==> config.mk <==
export PLATFORM = sky130hd
export DESIGN_NAME = elevator_call_encoder_flat
export DESIGN_NICKNAME = d
export VERILOG_FILES = /design/src/rtl/elevator_call_encoder_if.sv /design/src/rtl/elevator_call_encoder.sv /design/src/flat_wrapper.sv
export SDC_FILE = /design/constraint.sdc
export NUM_CORES = 1
export LEC_CHECK = 0
export BUFFER_PORTS_ARGS = -buffer_cell sky130_fd_sc_hd__clkbuf_2
export CAP_MARGIN = 20
export CORE_MARGIN = 2
export CORE_UTILIZATION = 55
export CTS_CLUSTER_SIZE = 40
export DETAILED_ROUTE_END_ITERATION = 6
export GPL_TIMING_DRIVEN = 0
export PLACE_DENSITY = 0.74
export SLEW_MARGIN = 20
export SYNTH_ARGS = -nofsm -noshare
export SYNTH_HDL_FRONTEND = slang
export SYNTH_SLANG_ARGS = --single-unit
==> constraint.sdc <==
create_clock -name i_clk -period 3.27 [get_ports i_clk]
set_input_delay 0.4905 -clock i_clk [delete_from_list [all_inputs] [get_ports i_clk]]
set_output_delay 0.4905 -clock i_clk [all_outputs]
set_load 0.02 [all_outputs]
==> src/rtl/elevator_call_encoder_if.sv <==
// Hall-call encoder bus: raw buttons in, accepted floor code and status out.
//
// Handshake: o_req_valid is a one-cycle, fire-and-forget pulse with no ready
// return path. The consumer must take o_floor in the same cycle that
// o_req_valid is high. o_floor then holds its value until the next pulse.
// o_busy and o_pending are plain status levels and carry no handshake meaning.
// state_dbg mirrors the encoder FSM state (0 = IDLE, 1 = HOLD) for observation.
interface elevator_call_encoder_if;
  logic [2:0] i_call;
  logic [1:0] o_floor;
  logic       o_req_valid;
  logic       o_busy;
  logic       o_pending;
  logic       state_dbg;

  // Encoder side.
  modport master (
    input  i_call,
    output o_floor,
    output o_req_valid,
    output o_busy,
    output o_pending,
    output state_dbg
  );

  // Button/consumer side.
  modport slave (
    output i_call,
    input  o_floor,
    input  o_req_valid,
    input  o_busy,
    input  o_pending,
    input  state_dbg
  );
endinterface

==> src/rtl/elevator_call_encoder.sv <==
// elevator_call_encoder: synchronizes and debounces three hall-call buttons.
// It turns debounced presses into a 2-bit floor code and enforces a minimum
// hold window per accepted call. One call arriving during that window is
// queued, and a later call replaces the queued one.
//
// Optional build macro ELEV_SAME_FLOOR_FILTER_EN: when defined, calls for the
// floor already on o_floor are ignored. Such calls are not accepted and are not
// queued, and a queued call equal to o_floor is dropped when the hold expires.
module elevator_call_encoder #(
  parameter int DEBOUNCE_CYCLES = 16,  // min 2
  parameter int HOLD_CYCLES     = 64   // min 1
) (
  input  logic                          i_clk,
  input  logic                          i_rst,
  elevator_call_encoder_if.master       bus
);

  localparam int CW = $clog2(DEBOUNCE_CYCLES);
  localparam int HW = (HOLD_CYCLES > 1) ? $clog2(HOLD_CYCLES) : 1;
  localparam logic [CW-1:0] DEB_LAST  = CW'(DEBOUNCE_CYCLES - 1);
  localparam logic [HW-1:0] HOLD_LAST = HW'(HOLD_CYCLES - 1);

  typedef enum logic {
    ST_IDLE = 1'b0,
    ST_HOLD = 1'b1
  } state_t;

  // Input conditioning.
  logic [2:0]    sync1_q;
  logic [2:0]    sync2_q;
  logic [2:0]    deb_level_q;
  logic [2:0]    deb_level_d_q;
  logic [CW-1:0] deb_cnt_q [3];

  // Press detection and arbitration.
  logic [2:0] press;
  logic       press_any;
  logic [1:0] winner;
  logic       strobe_ok;
  logic       pend_ok;

  // FSM and registered outputs.
  state_t        state_q;
  logic [HW-1:0] hold_cnt_q;
  logic [1:0]    floor_q;
  logic          req_q;
  logic          busy_q;
  logic          pend_valid_q;
  logic [1:0]    pend_floor_q;

  // Two-flop synchronizer per button; the raw inputs are asynchronous.
  always_ff @(posedge i_clk or posedge i_rst) begin
    if (i_rst) begin
      sync1_q <= '0;
      sync2_q <= '0;
    end else begin
      sync1_q <= bus.i_call;
      sync2_q <= sync1_q;
    end
  end

  // Per-button debounce: the level flips only after the synced sample has
  // disagreed with it for DEBOUNCE_CYCLES consecutive samples.
  always_ff @(posedge i_clk or posedge i_rst) begin
    if (i_rst) begin
      deb_level_q <= '0;
      for (int i = 0; i < 3; i++) begin
        deb_cnt_q[i] <= '0;
      end
    end else begin
      for (int i = 0; i < 3; i++) begin
        if (sync2_q[i] == deb_level_q[i]) begin
          deb_cnt_q[i] <= '0;
        end else if (deb_cnt_q[i] == DEB_LAST) begin
          deb_level_q[i] <= ~deb_level_q[i];
          deb_cnt_q[i]   <= '0;
        end else begin
          deb_cnt_q[i] <= deb_cnt_q[i] + CW'(1);
        end
      end
    end
  end

  // Delayed copy of the debounced levels for rising-edge detection.
  always_ff @(posedge i_clk or posedge i_rst) begin
    if (i_rst) begin
      deb_level_d_q <= '0;
    end else begin
      deb_level_d_q <= deb_level_q;
    end
  end

  // Press strobe: one cycle per debounced 0->1 transition; releases are ignored.
  always_comb begin
    press     = deb_level_q & ~deb_level_d_q;
    press_any = |press;
    winner    = 2'd0;
    if (press[0]) begin
      winner = 2'd0;
    end else if (press[1]) begin
      winner = 2'd1;
    end else if (press[2]) begin
      winner = 2'd2;
    end
  end

`ifdef ELEV_SAME_FLOOR_FILTER_EN
  // Calls for the floor already being served are dropped.
  assign strobe_ok = press_any && (winner != floor_q);
  assign pend_ok   = pend_valid_q && (pend_floor_q != floor_q);
`else
  // Every winning press is accepted, even if it repeats the current floor.
  assign strobe_ok = press_any;
  assign pend_ok   = pend_valid_q;
`endif

  // Call FSM: accept in IDLE, then hold o_floor for HOLD_CYCLES while queueing
  // the latest call. At hold expiry a fresh strobe beats an older queued call.
  always_ff @(posedge i_clk or posedge i_rst) begin
    if (i_rst) begin
      state_q      <= ST_IDLE;
      hold_cnt_q   <= '0;
      floor_q      <= 2'd0;
      req_q        <= 1'b0;
      busy_q       <= 1'b0;
      pend_valid_q <= 1'b0;
      pend_floor_q <= 2'd0;
    end else begin
      req_q <= 1'b0;
      case (state_q)
        ST_IDLE: begin
          if (strobe_ok) begin
            floor_q    <= winner;
            req_q      <= 1'b1;
            hold_cnt_q <= HOLD_LAST;
            busy_q     <= 1'b1;
            state_q    <= ST_HOLD;
          end
        end
        ST_HOLD: begin
          if (hold_cnt_q == '0) begin
            if (strobe_ok) begin
              floor_q      <= winner;
              req_q        <= 1'b1;
              hold_cnt_q   <= HOLD_LAST;
              pend_valid_q <= 1'b0;
            end else if (pend_ok) begin
              floor_q      <= pend_floor_q;
              req_q        <= 1'b1;
              hold_cnt_q   <= HOLD_LAST;
              pend_valid_q <= 1'b0;
            end else begin
              busy_q       <= 1'b0;
              pend_valid_q <= 1'b0;
              state_q      <= ST_IDLE;
            end
          end else begin
            hold_cnt_q <= hold_cnt_q - HW'(1);
            if (strobe_ok) begin
              pend_floor_q <= winner;
              pend_valid_q <= 1'b1;
            end
          end
        end
        default: begin
          state_q <= ST_IDLE;
          busy_q  <= 1'b0;
        end
      endcase
    end
  end

  // All outputs come straight from registers.
  assign bus.o_floor     = floor_q;
  assign bus.o_req_valid = req_q;
  assign bus.o_busy      = busy_q;
  assign bus.o_pending   = pend_valid_q;
  assign bus.state_dbg   = state_q;

endmodule

==> src/flat_wrapper.sv <==
// flat-port wrapper written by rule: the top's interface ports become plain ports
module elevator_call_encoder_flat 
#(
  parameter int DEBOUNCE_CYCLES = 16,          
  parameter int HOLD_CYCLES     = 64           
)
  (i_clk, i_rst, bus_i_call, bus_o_floor, bus_o_req_valid, bus_o_busy, bus_o_pending, bus_state_dbg);
  elevator_call_encoder_if bus_i ();
  input  logic i_clk;
  input  logic i_rst;
  input wire logic [$bits(bus_i.i_call)-1:0] bus_i_call;
  output wire logic [$bits(bus_i.o_floor)-1:0] bus_o_floor;
  output wire logic [$bits(bus_i.o_req_valid)-1:0] bus_o_req_valid;
  output wire logic [$bits(bus_i.o_busy)-1:0] bus_o_busy;
  output wire logic [$bits(bus_i.o_pending)-1:0] bus_o_pending;
  output wire logic [$bits(bus_i.state_dbg)-1:0] bus_state_dbg;
  assign bus_i.i_call = bus_i_call;
  assign bus_o_floor = bus_i.o_floor;
  assign bus_o_req_valid = bus_i.o_req_valid;
  assign bus_o_busy = bus_i.o_busy;
  assign bus_o_pending = bus_i.o_pending;
  assign bus_state_dbg = bus_i.state_dbg;
  elevator_call_encoder #(.DEBOUNCE_CYCLES(DEBOUNCE_CYCLES), .HOLD_CYCLES(HOLD_CYCLES)) u_core (.i_clk(i_clk), .i_rst(i_rst), .bus(bus_i));
endmodule
-- Yosys cells after proc, flatten, opt, wreduce, memory -nomap -nowiden
Index checks and enable logic that the tools add are counted.
- $add $sub $neg: 4
- equality and inequality tests: 12
- multiplexer cells: 32
- bitwise logic cells: 10
- reductions and logical operators: 11
- operator list (cell ; number):
    two-way mux 4 bit ; 6
    two-way mux 6 bit ; 4
    two-way mux 2 bit ; 7
    adder 4 x 1 -> 4 bit (second input constant) ; 3
    equality test 4 bit (second input constant) ; 3
    one-hot mux 6 bit (2 select lines) ; 1
    two-way mux 1 bit ; 10
    AND reduction 2 bit ; 5
    NOT 1 bit ; 8
    logical NOT 6 bit ; 1
    != test 2 bit (second input constant) ; 3
    one-hot mux 1 bit (2 select lines) ; 3
    AND reduction 3 bit ; 2
    subtractor 6 x 1 -> 6 bit (second input constant) ; 1
    != test 4 x 3 -> 1 bit (second input constant) ; 1
    one-hot mux 2 bit (2 select lines) ; 1
    AND reduction 4 bit ; 1
    bitwise AND 3 bit ; 1
    equality test 1 bit ; 3
    != test 3 x 2 -> 1 bit (second input constant) ; 1
    NOT 3 bit ; 1
    OR reduction 3 bit ; 1
    != test 2 x 1 -> 1 bit (second input constant) ; 1
    nonzero test 2 bit ; 1
- bits in registers: 38
- input port bits: 5
- output and inout port bits: 6
- word-level logic and storage cells: 85

-- Logic depth before layout (Yosys ltp)
Gate-level depths: netlist of run 1.
- word-level depth: 8
- gate-level depth with buffers: 6
- gate-level depth less buffers: 6

-- Worst setup path before layout of run 1
OpenSTA, ideal clock, no wires.
- path kind: register to register
- from: register u_core.hold_cnt_q[0]
- to: register u_core.hold_cnt_q[4]
- library setup time: 121 ps
- arrival time: 1485 ps
- required time: 3149 ps
- path slack: 1663 ps
- cell stages (with the launch flop): 7
- buffers on the path: 0
- clock period less this slack: 1607 ps
- cells stage by stage: dfrtp_1 -> inv_1 -> ha_1 -> nor3b_1 -> a21oi_1 -> or2_1 -> o22a_1
- longest elaborated chain between the ends: 3
- elaborated cells on any way between the ends: 6
- classes of those cells: add/sub (1); eq/ne (1); mux (2); reduce/logical (2)
- RTL lines (element ; line ; text):
    from (decl) ; elevator_call_encoder.sv:44 ; logic [HW-1:0] hold_cnt_q;
    from (signal assigned) ; elevator_call_encoder.sv:158 ; hold_cnt_q <= hold_cnt_q - HW'(1);
    subtractor 6 x 1 -> 6 bit or logical NOT 6 bit (tied branches) ; elevator_call_encoder.sv:158, elevator_call_encoder.sv:141 ;
    two-way mux 6 bit or != test 4 x 3 -> 1 bit (tied branches) ; - ;
    one-hot mux 6 bit (2 select lines) or AND reduction 2 bit (tied branches) ; - ;
Several ways; a longest one is shown, not always the timed one.
A chain may end at the register's enable or synchronous reset.

-- Worst setup path in the final report of run 1
Same ends and word-level chain as after synthesis.

==> results.md, run 1 <==
* Status: completed
* Design area at between 1500 and 2000 um2
* Share of cells above drive strength 1 at a little under a fifth
* CP startpoint kind: flip-flop
* Ys Warns at 0
* CTS Sinks at 38
* Row count at 19
* Diode count at 0
* Clock skew at 0.009132 ns
* Post-synthesis cell area at around 1600 um2
* CTS root buf: clkbuf_4
* Area Overhead vs Synth at 9.077%
* Number of CTS-inserted buffers at 5
* Critical Path RT at approximately 3.5 ns
* First-pass DRT Iterations at 4
* IO Port Bufs at 10
* CP endpoint kind: flip-flop
* Hold Slack at between 0.2 and 0.3 ns
* First-pass GRT wire length at around 4.4 mm
* Final period utilization at a little under three fifths
* Crit Path Class: flip-flop to flip-flop
* Wire per inst at between 10 and 15 um
* Most used DFF post-synth: dfrtp_1
* Total negative setup slack at 0 ns
* Initial antenna violation count at 0
* Cell taking the most area after synthesis: dfrtp_1
* Overall die height at about 60 um
* Syn nets at approximately 150
* Largest net degree at the start of global routing at 39
* RSZ-0062 raised after global routing: false
* Core Util, Final at a little under two thirds
* Pwr Density at 485.4 nW/um2
* CTS hold repair buffers at 0
* Min-Delay Path Class: input port to async pin
* Final hold vios at 0
* Post-synthesis register bit count at 38
* Synthesized area per cell at roughly 12 um2
* Fin crit period at 1.834 ns
* Drt via density at 5.606
* Die area at between 3000 and 4000 um2
* Count leader, synth: dfrtp_1
* Worst vdd ir at 0.0003100 V
* Register area share after synthesis at between 50% and 60%
* Post-synth top cells: 38 x dfrtp_1, 14 x a21oi_1, 8 x inv_1, 7 x nor2_1, 7 x xnor2_1
* Later-pin clock latency in the skew report at about 0.34 ns
* Number of H-tree levels at 2
* GRT Total Usage at between 10% and 20%
* Vias after detailed routing at ~1100
* CTS clk-pin slew, worst paths at 0.11 ns
* Power Total at approximately 0.00087 W
* Leading post-synthesis cells by cell area: dfrtp_1 58%, a21oi_1 4.3%, xnor2_1 3.7%
* Initial Util at 58.47%
* Peak fanout along the critical path at 4
* FFs w/ async S/R, synth at 100.0%
* CORE AREA at about 2800 um2
* Pleak at a little under 0.9 nW
* GRT overflow at 0
* Initial DRC count at 36
* Max Clk Rate at approximately 0.55 GHz
* DR DRC count at 0
* Die W at a little under 60 um
* Total setup buffers inserted after CTS at 0
* Number of gates resized after cts at 0
* Post-synth cell types at 36
* CTS tree: done
* Cell Area, Placed at between 1500 and 2000 um2
* Max Slew Vio Count at 0
* Rel. slew slack at approximately 50%
* Worst-margin pin slew at between 0.7 and 0.8 ns
* Post-synth EDFFs at 0
* I/O Pins at 11
* WL final at between 2 and 3 mm
* CTS max path bufs at 2
* Area share of the largest cell type after synthesis at 57.97%
* Max cap viols at 0
* # setup viols final at 0
* Fillcell total at between 200 and 250
* Number of global-route vias before repair at roughly 1100
* Post-route ant nets at 0
* Synth Instances at roughly 140
* Routability Congestion at between 0.8 and 0.9
* Critical Path AT at roughly 2.1 ns
* Number of nets in the layout at ~170
* Detailed Place HPWL at about 1.8 mm
## path summary, 6_finish.rpt
check | startpoint | cells after the start | endpoint | slack [ns]
max in group asynchronous | i_rst | 2 | u_core.sync1_q[2]$_DFF_PP0_ | 2.54
min | i_rst | 2 | u_core.bus.o_busy$_DFFE_PP0P_ | 0.25
max | u_core.hold_cnt_q[0]$_DFFE_PP0P_ | 6 | u_core.hold_cnt_q[4]$_DFFE_PP0P_ | 1.44
max reg2reg | u_core.hold_cnt_q[0]$_DFFE_PP0P_ | 6 | u_core.hold_cnt_q[4]$_DFFE_PP0P_ | 1.44
min reg2reg | u_core.sync1_q[0]$_DFF_PP0_ | 0 | u_core.sync2_q[0]$_DFF_PP0_ | 0.36
min in group i_clk | bus_i_call[0] | 1 | u_core.sync1_q[0]$_DFF_PP0_ | 0.25
## registers in the layout, summed over array words and instances, names as in the netlist
name,cells
u_core.bus.o_busy,1
u_core.bus.o_floor,2
u_core.bus.o_pending,1
u_core.bus.o_req_valid,1
u_core.bus.state_dbg,1
u_core.deb_cnt_q,12
u_core.deb_level_d_q,3
u_core.deb_level_q,3
u_core.hold_cnt_q,6
u_core.pend_floor_q,2
u_core.sync1_q,3
u_core.sync2_q,3
## final cells by class
type / instances / area (um2) / share of cell area (%)
well taps: 31 / 38.79 / 2.168
multi-input cells: 91 / 643.1 / 35.94
flip-flops and latches: 38 / 950.9 / 53.15
inverters: 8 / 30.03 / 1.678
repair buffers: 10 / 50.05 / 2.797
plain buffers: 2 / 16.27 / 0.9091
clock inverters: 1 / 5.005 / 0.2797
clock buffers: 7 / 55.05 / 3.077
## through the flow
stage          instances  worst slack [ns]
4_1_cts              188             1.437
5_1_grt              188             1.336
3_3_place_gp         180             1.499
6_report             188             1.436
2_1_floorplan        139             1.663
3_5_place_dp         180             1.484
## layout by cell type (no fill, tap or decap), drive strengths merged, types with 3 or more instances in the layout
cell	synthesis	layout
a21oi	14	14
clkbuf	0	17
dfrtp	38	38
ha	4	4
inv	8	8
mux2	5	5
nand2	6	6
nand2b	5	5
nand3	4	4
nand4b	3	3
nor2	7	7
nor2b	4	4
nor3	4	4
nor3b	3	3
o21ai	7	7
xnor2	7	7
## critical path, stage by stage, from the launching register on
cell,delay (ns)
dfrtp_1,0.42
inv_1,0.08
ha_1,0.22
nor3b_1,0.34
a21oi_1,0.16
or2_1,0.29
o22a_1,0.22
## power by group
| part | leakage (nW) | switching (W) | total (W) | internal [W] |
|---|---|---|---|---|
| Clock | 0.0353 | 0.000144 | 0.000248 | 0.000104 |
| Combinational | 0.322 | 0.0000620 | 0.000110 | 0.0000476 |
| Sequential | 0.509 | 0.0000194 | 0.000511 | 0.000491 |
| Total | 0.866 | 0.000226 | 0.000869 | 0.000643 |
## layer usage
metal / track usage (%) / wire, um
met5: 0 / 0
met4: 8.766 / 51
met3: 6.593 / 94
met2: 30.18 / 1301
met1: 18.58 / 1094
## kinds of logic (layout without fill, tap and decap cells)
kind of cell,count (synthesis),after routing,share of synthesized area [%]
flip-flops,38,38,57.97
multiplexers,5,5,3.890
buffers and inverters,10,28,2.822
XOR/XNOR,8,8,4.272
AO/OA/AOI/OAI,34,34,13.88
AND/OR/NAND/NOR,40,40,14.11
adder cells (fa/ha/maj),4,4,3.051
Power figures use the tool's default switching activity.
==> run 2: changes to the inputs <==
Settings changed: ABC_AREA set to 1, PLACE_DENSITY 0.74 to 0.73.
Clock period 3.27 ns to 1.7 ns, I/O delays scaled along.
==> run 2 against run 1 <==
  * Maximum frequency is 22% higher
  * Synthesized area up 4.7%
  * Hold slack got worse by 0.24 ns
  * Critical path depth rose by 1
  * Utilization increased by 0.97 points
  * Wire length up 4.2%
  * Clock-buffer cell count is 2 lower
  * Cell count is 20% higher
  * Combinational power shrank 39%
  * Sequential cell count unchanged
  * Setup slack worse by 1.2 ns
  * Sequential share of layout area is 4.2 points lower
  * Critical path type unchanged
  * Largest cell class unchanged
==> results.md, run 2 <==
* Status: completed
* Die W at 59.87 um (+2.1%)
* Number of gates resized after cts at 0 (unchanged)
* Power Total at 0.001782 W (+110%)
* Pleak at 1.054 nW (+22%)
* Comb power frac at 3.8% (-8.8 points)
* Largest register FFs at 12 (unchanged)
* CP startpoint kind: flip-flop
* DR DRC count at 0 (unchanged)
* Initial antenna violation count at 0 (unchanged)
* Number of global-route vias before repair at 1099 (+4.6%)
* Part of the power in registers at 53.2% (-5.6 points)
* Post-synth EDFFs at 0 (unchanged)
* Synthesized area per cell at 10.04 um2 (-15%)
* CORE AREA at 3003 um2 (+7.0%)
* Int Power at 0.001417 W (+120%)
* CTS tree: done
* Critical Path AT at 1.75 ns (-0.33 ns)
* Row count at 20 (+1)
* Max Clk Rate at 0.6650 GHz (+22%)
* Later-pin clock latency in the skew report at 0.34 ns (about the same)
* Count leader, synth: nand2_1
* Final period utilization at 88.46% (+32 points)
* Total negative setup slack at 0 ns (unchanged)
* First-pass GRT wire length at 4.657 mm (+7.0%)
* Largest net degree at the start of global routing at 39 (unchanged)
* Worst-margin pin slew at 0.7445 ns (-0.002664 ns)
* Max cap viols at 0 (unchanged)
* Sw Pwr at 0.0003651 W (+62%)
* CTS root buf: clkbuf_4
* GRT Total Usage at 17.94% (+0.50 points)
* Post-synthesis cell area at 1717 um2 (+4.7%)
* Wire per inst at 11.78 um (-13%)
* Drt via density at 5.160 (-8.0%)
* Fin crit period at 1.504 ns (-0.3306 ns)
* Leading cell type in the layout, fill and taps excluded: nand2_1
* Share of cells above drive strength 1 at 20.83% (+2.4 points)
* Rel. slew slack at 50.30% (+0.18 points)
* Initial DRC count at 50 (+39%)
* Worst vdd ir at 0.0007791 V (+150%)
* Post-synth top cells: 39 x nand2_1, 38 x dfrtp_1, 17 x inv_1, 17 x nor2_1, 10 x nand3_1
* CP endpoint kind: flip-flop
* I/O Pins at 11 (unchanged)
* # setup viols final at 0 (unchanged)
* Crit Path Class: flip-flop to flip-flop
* Number of CTS-inserted buffers at 5 (unchanged)
* Overall die height at 59.87 um (+2.1%)
* Pwr Density at 916.4 nW/um2 (+89%)
* CTS max path bufs at 2 (unchanged)
* Cell taking the most area after synthesis: dfrtp_1
* Most used DFF post-synth: dfrtp_1
* Leading post-synthesis cells by cell area: dfrtp_1 55%, nand2_1 8.5%, inv_1 3.7%
* FFs w/ async S/R, synth at 100.0% (unchanged)
* First-pass DRT Iterations at 4 (unchanged)
* Max Slew Vio Count at 0 (unchanged)
* Synth Instances at 171 (+23%)
* Ys Warns at 0 (unchanged)
* RSZ-0062 raised after global routing: false
* Post-synth cell types at 25 (-31%)
* Initial Util at 57.17% (-1.3 points)
* Register area share after synthesis at 55.39% (-2.6 points)
* Vias after detailed routing at 1161 (+10%)
* Switch share at 20.49% (-5.5 points)
* Final hold vios at 0 (unchanged)
* Core Util, Final at 64.75% (+0.97 points)
* Routability Congestion at 0.7816 (-3.4%)
* GRT overflow at 0 (unchanged)
* Post-route ant nets at 0 (unchanged)
* Syn nets at 180 (+22%)
* IO Port Bufs at 10 (unchanged)
* Post-synthesis register bit count at 38 (unchanged)
* Number of nets in the layout at 200 (+21%)
* Diode count at 0 (unchanged)
* Die area at 3584 um2 (+4.3%)
* Peak fanout along the critical path at 7 (+3)
* Clock skew at 0.005851 ns (-0.003281 ns)
* Clock Power Share at 43.0% (+14 points)
* Commonest non-fill, non-tap cells in the layout: 39 x nand2_1, 38 x dfrtp_1, 17 x nor2_1
* Biggest regs: u_core.deb_cnt_q: 12 flops, u_core.hold_cnt_q: 6 flops
* CTS clk-pin slew, worst paths at 0.12 ns (about the same)
* Largest Register: u_core.deb_cnt_q
* Min-Delay Path Class: input port to async pin
* Area share of the largest cell type after synthesis at 55.39% (-2.6 points)
* Area Overhead vs Synth at 13.27%
* Critical Path RT at 1.94 ns (-1.57 ns)
* WL final at 2.650 mm (+4.2%)
* Number of H-tree levels at 2 (unchanged)
* Detailed Place HPWL at 1.929 mm (+6.2%)
* CTS Sinks at 38 (unchanged)
[run 2: cell count changes in the layout (fill, tap and decap cells not counted), moves of 4 or more]
cell,delta
nand2_1,+34
a21oi_1,-10
nor2_1,+10
inv_1,+9
nand3_1,+6
nand2b_1,-5
xnor2_1,-5
nor2_4,+4
nor2b_1,-4
nor3_1,-4
xor2_1,+4
[run 2: kinds of logic (layout without fill, tap and decap cells)]
group	count (synthesis)	in the layout	share of synthesized area [%]
compound gates	12	12	3.644
xor+xnor	7	7	3.571
fa+ha+maj	4	4	2.916
buf+inv	19	40	4.592
flops	38	38	55.39
mux	2	2	1.312
simple gates	89	89	28.57
[run 2: final timing paths]
| kind | from | endpoint | slack (ns) | cells past startpoint |
|---|---|---|---|---|
| setup reg to reg | u_core.hold_cnt_q[0]$_DFFE_PP0P_ | u_core.hold_cnt_q[5]$_DFFE_PP0P_ | 0.20 | 7 |
| min in group i_clk | u_core.sync1_q[2]$_DFF_PP0_ | u_core.sync2_q[2]$_DFF_PP0_ | 0.36 | 0 |
| max in group asynchronous | i_rst | u_core.deb_level_q[0]$_DFFE_PP0P_ | 1.22 | 2 |
| hold reg to reg | u_core.sync1_q[2]$_DFF_PP0_ | u_core.sync2_q[2]$_DFF_PP0_ | 0.36 | 0 |
| setup / recovery | u_core.hold_cnt_q[0]$_DFFE_PP0P_ | u_core.hold_cnt_q[5]$_DFFE_PP0P_ | 0.20 | 7 |
| hold / removal | i_rst | u_core.sync2_q[1]$_DFF_PP0_ | 0.01 | 2 |
[run 2: timing repair]
action / CTS / global route
setup endpoints to repair: 0 / 0
hold endpoints to repair: 3 / 0
hold buffers: 3 / 0
setup buffers: 0 / 0
[run 2: critical path, stage by stage, from the launching register on]
cell and delay, ns:
dfrtp_1 0.38, inv_1 0.16, ha_1 0.30, nand4_4 0.16, nor2_2 0.22, nor2_4 0.07, nand2_1 0.07, nand2_1 0.05
[run 2: routing by layer]
| metal | part of all wire (%) | global-route usage (%) | up-vias |
|---|---|---|---|
| met2 | 49 | 29.35 | 20 |
| met3 | 4.5 | 6.494 | 4 |
| met5 | 0 | 0 | - |
| li1 | - | - | 584 |
| met1 | 45 | 21.21 | 553 |
| met4 | 1.1 | 7.619 | 0 |
[run 2: through the flow]
stage	setup WS [ns]	hold WS, ns	cells	instance area, um2
3_3_place_gp	0.1956	0.3326	214	1808
4_1_cts	0.1923	0.03120	225	1944
3_5_place_dp	0.2082	0.3380	214	1808
5_1_grt	0.06435	0.06368	225	1944
2_1_floorplan	0.3752	0.2864	171	1717
6_report	0.1962	0.01091	225	1944
[run 2: power groups by stage]
stage / combinational (W) / clock (W) / sequential, W
2_1_floorplan: 0.0000435 / 0 / 0.000964
3_3_place_gp: 0.0000597 / 0 / 0.000963
3_5_place_dp: 0.0000650 / 0 / 0.000965
4_1_cts: 0.0000703 / 0.000791 / 0.000948
5_1_grt: 0.0000822 / 0.000834 / 0.000951
6_report: 0.0000674 / 0.000767 / 0.000948
[run 2: final cells by class]
cell class	instances	area, um2
Buffer	1	11.26
Clock buffer	5	37.54
Clock inverter	3	68.82
Fill cell	237	1059
Inverter	18	67.56
Multi-Input combinational cell	114	686.9
Sequential cell	38	950.9
Tap cell	33	41.29
Timing Repair Buffer	13	80.08
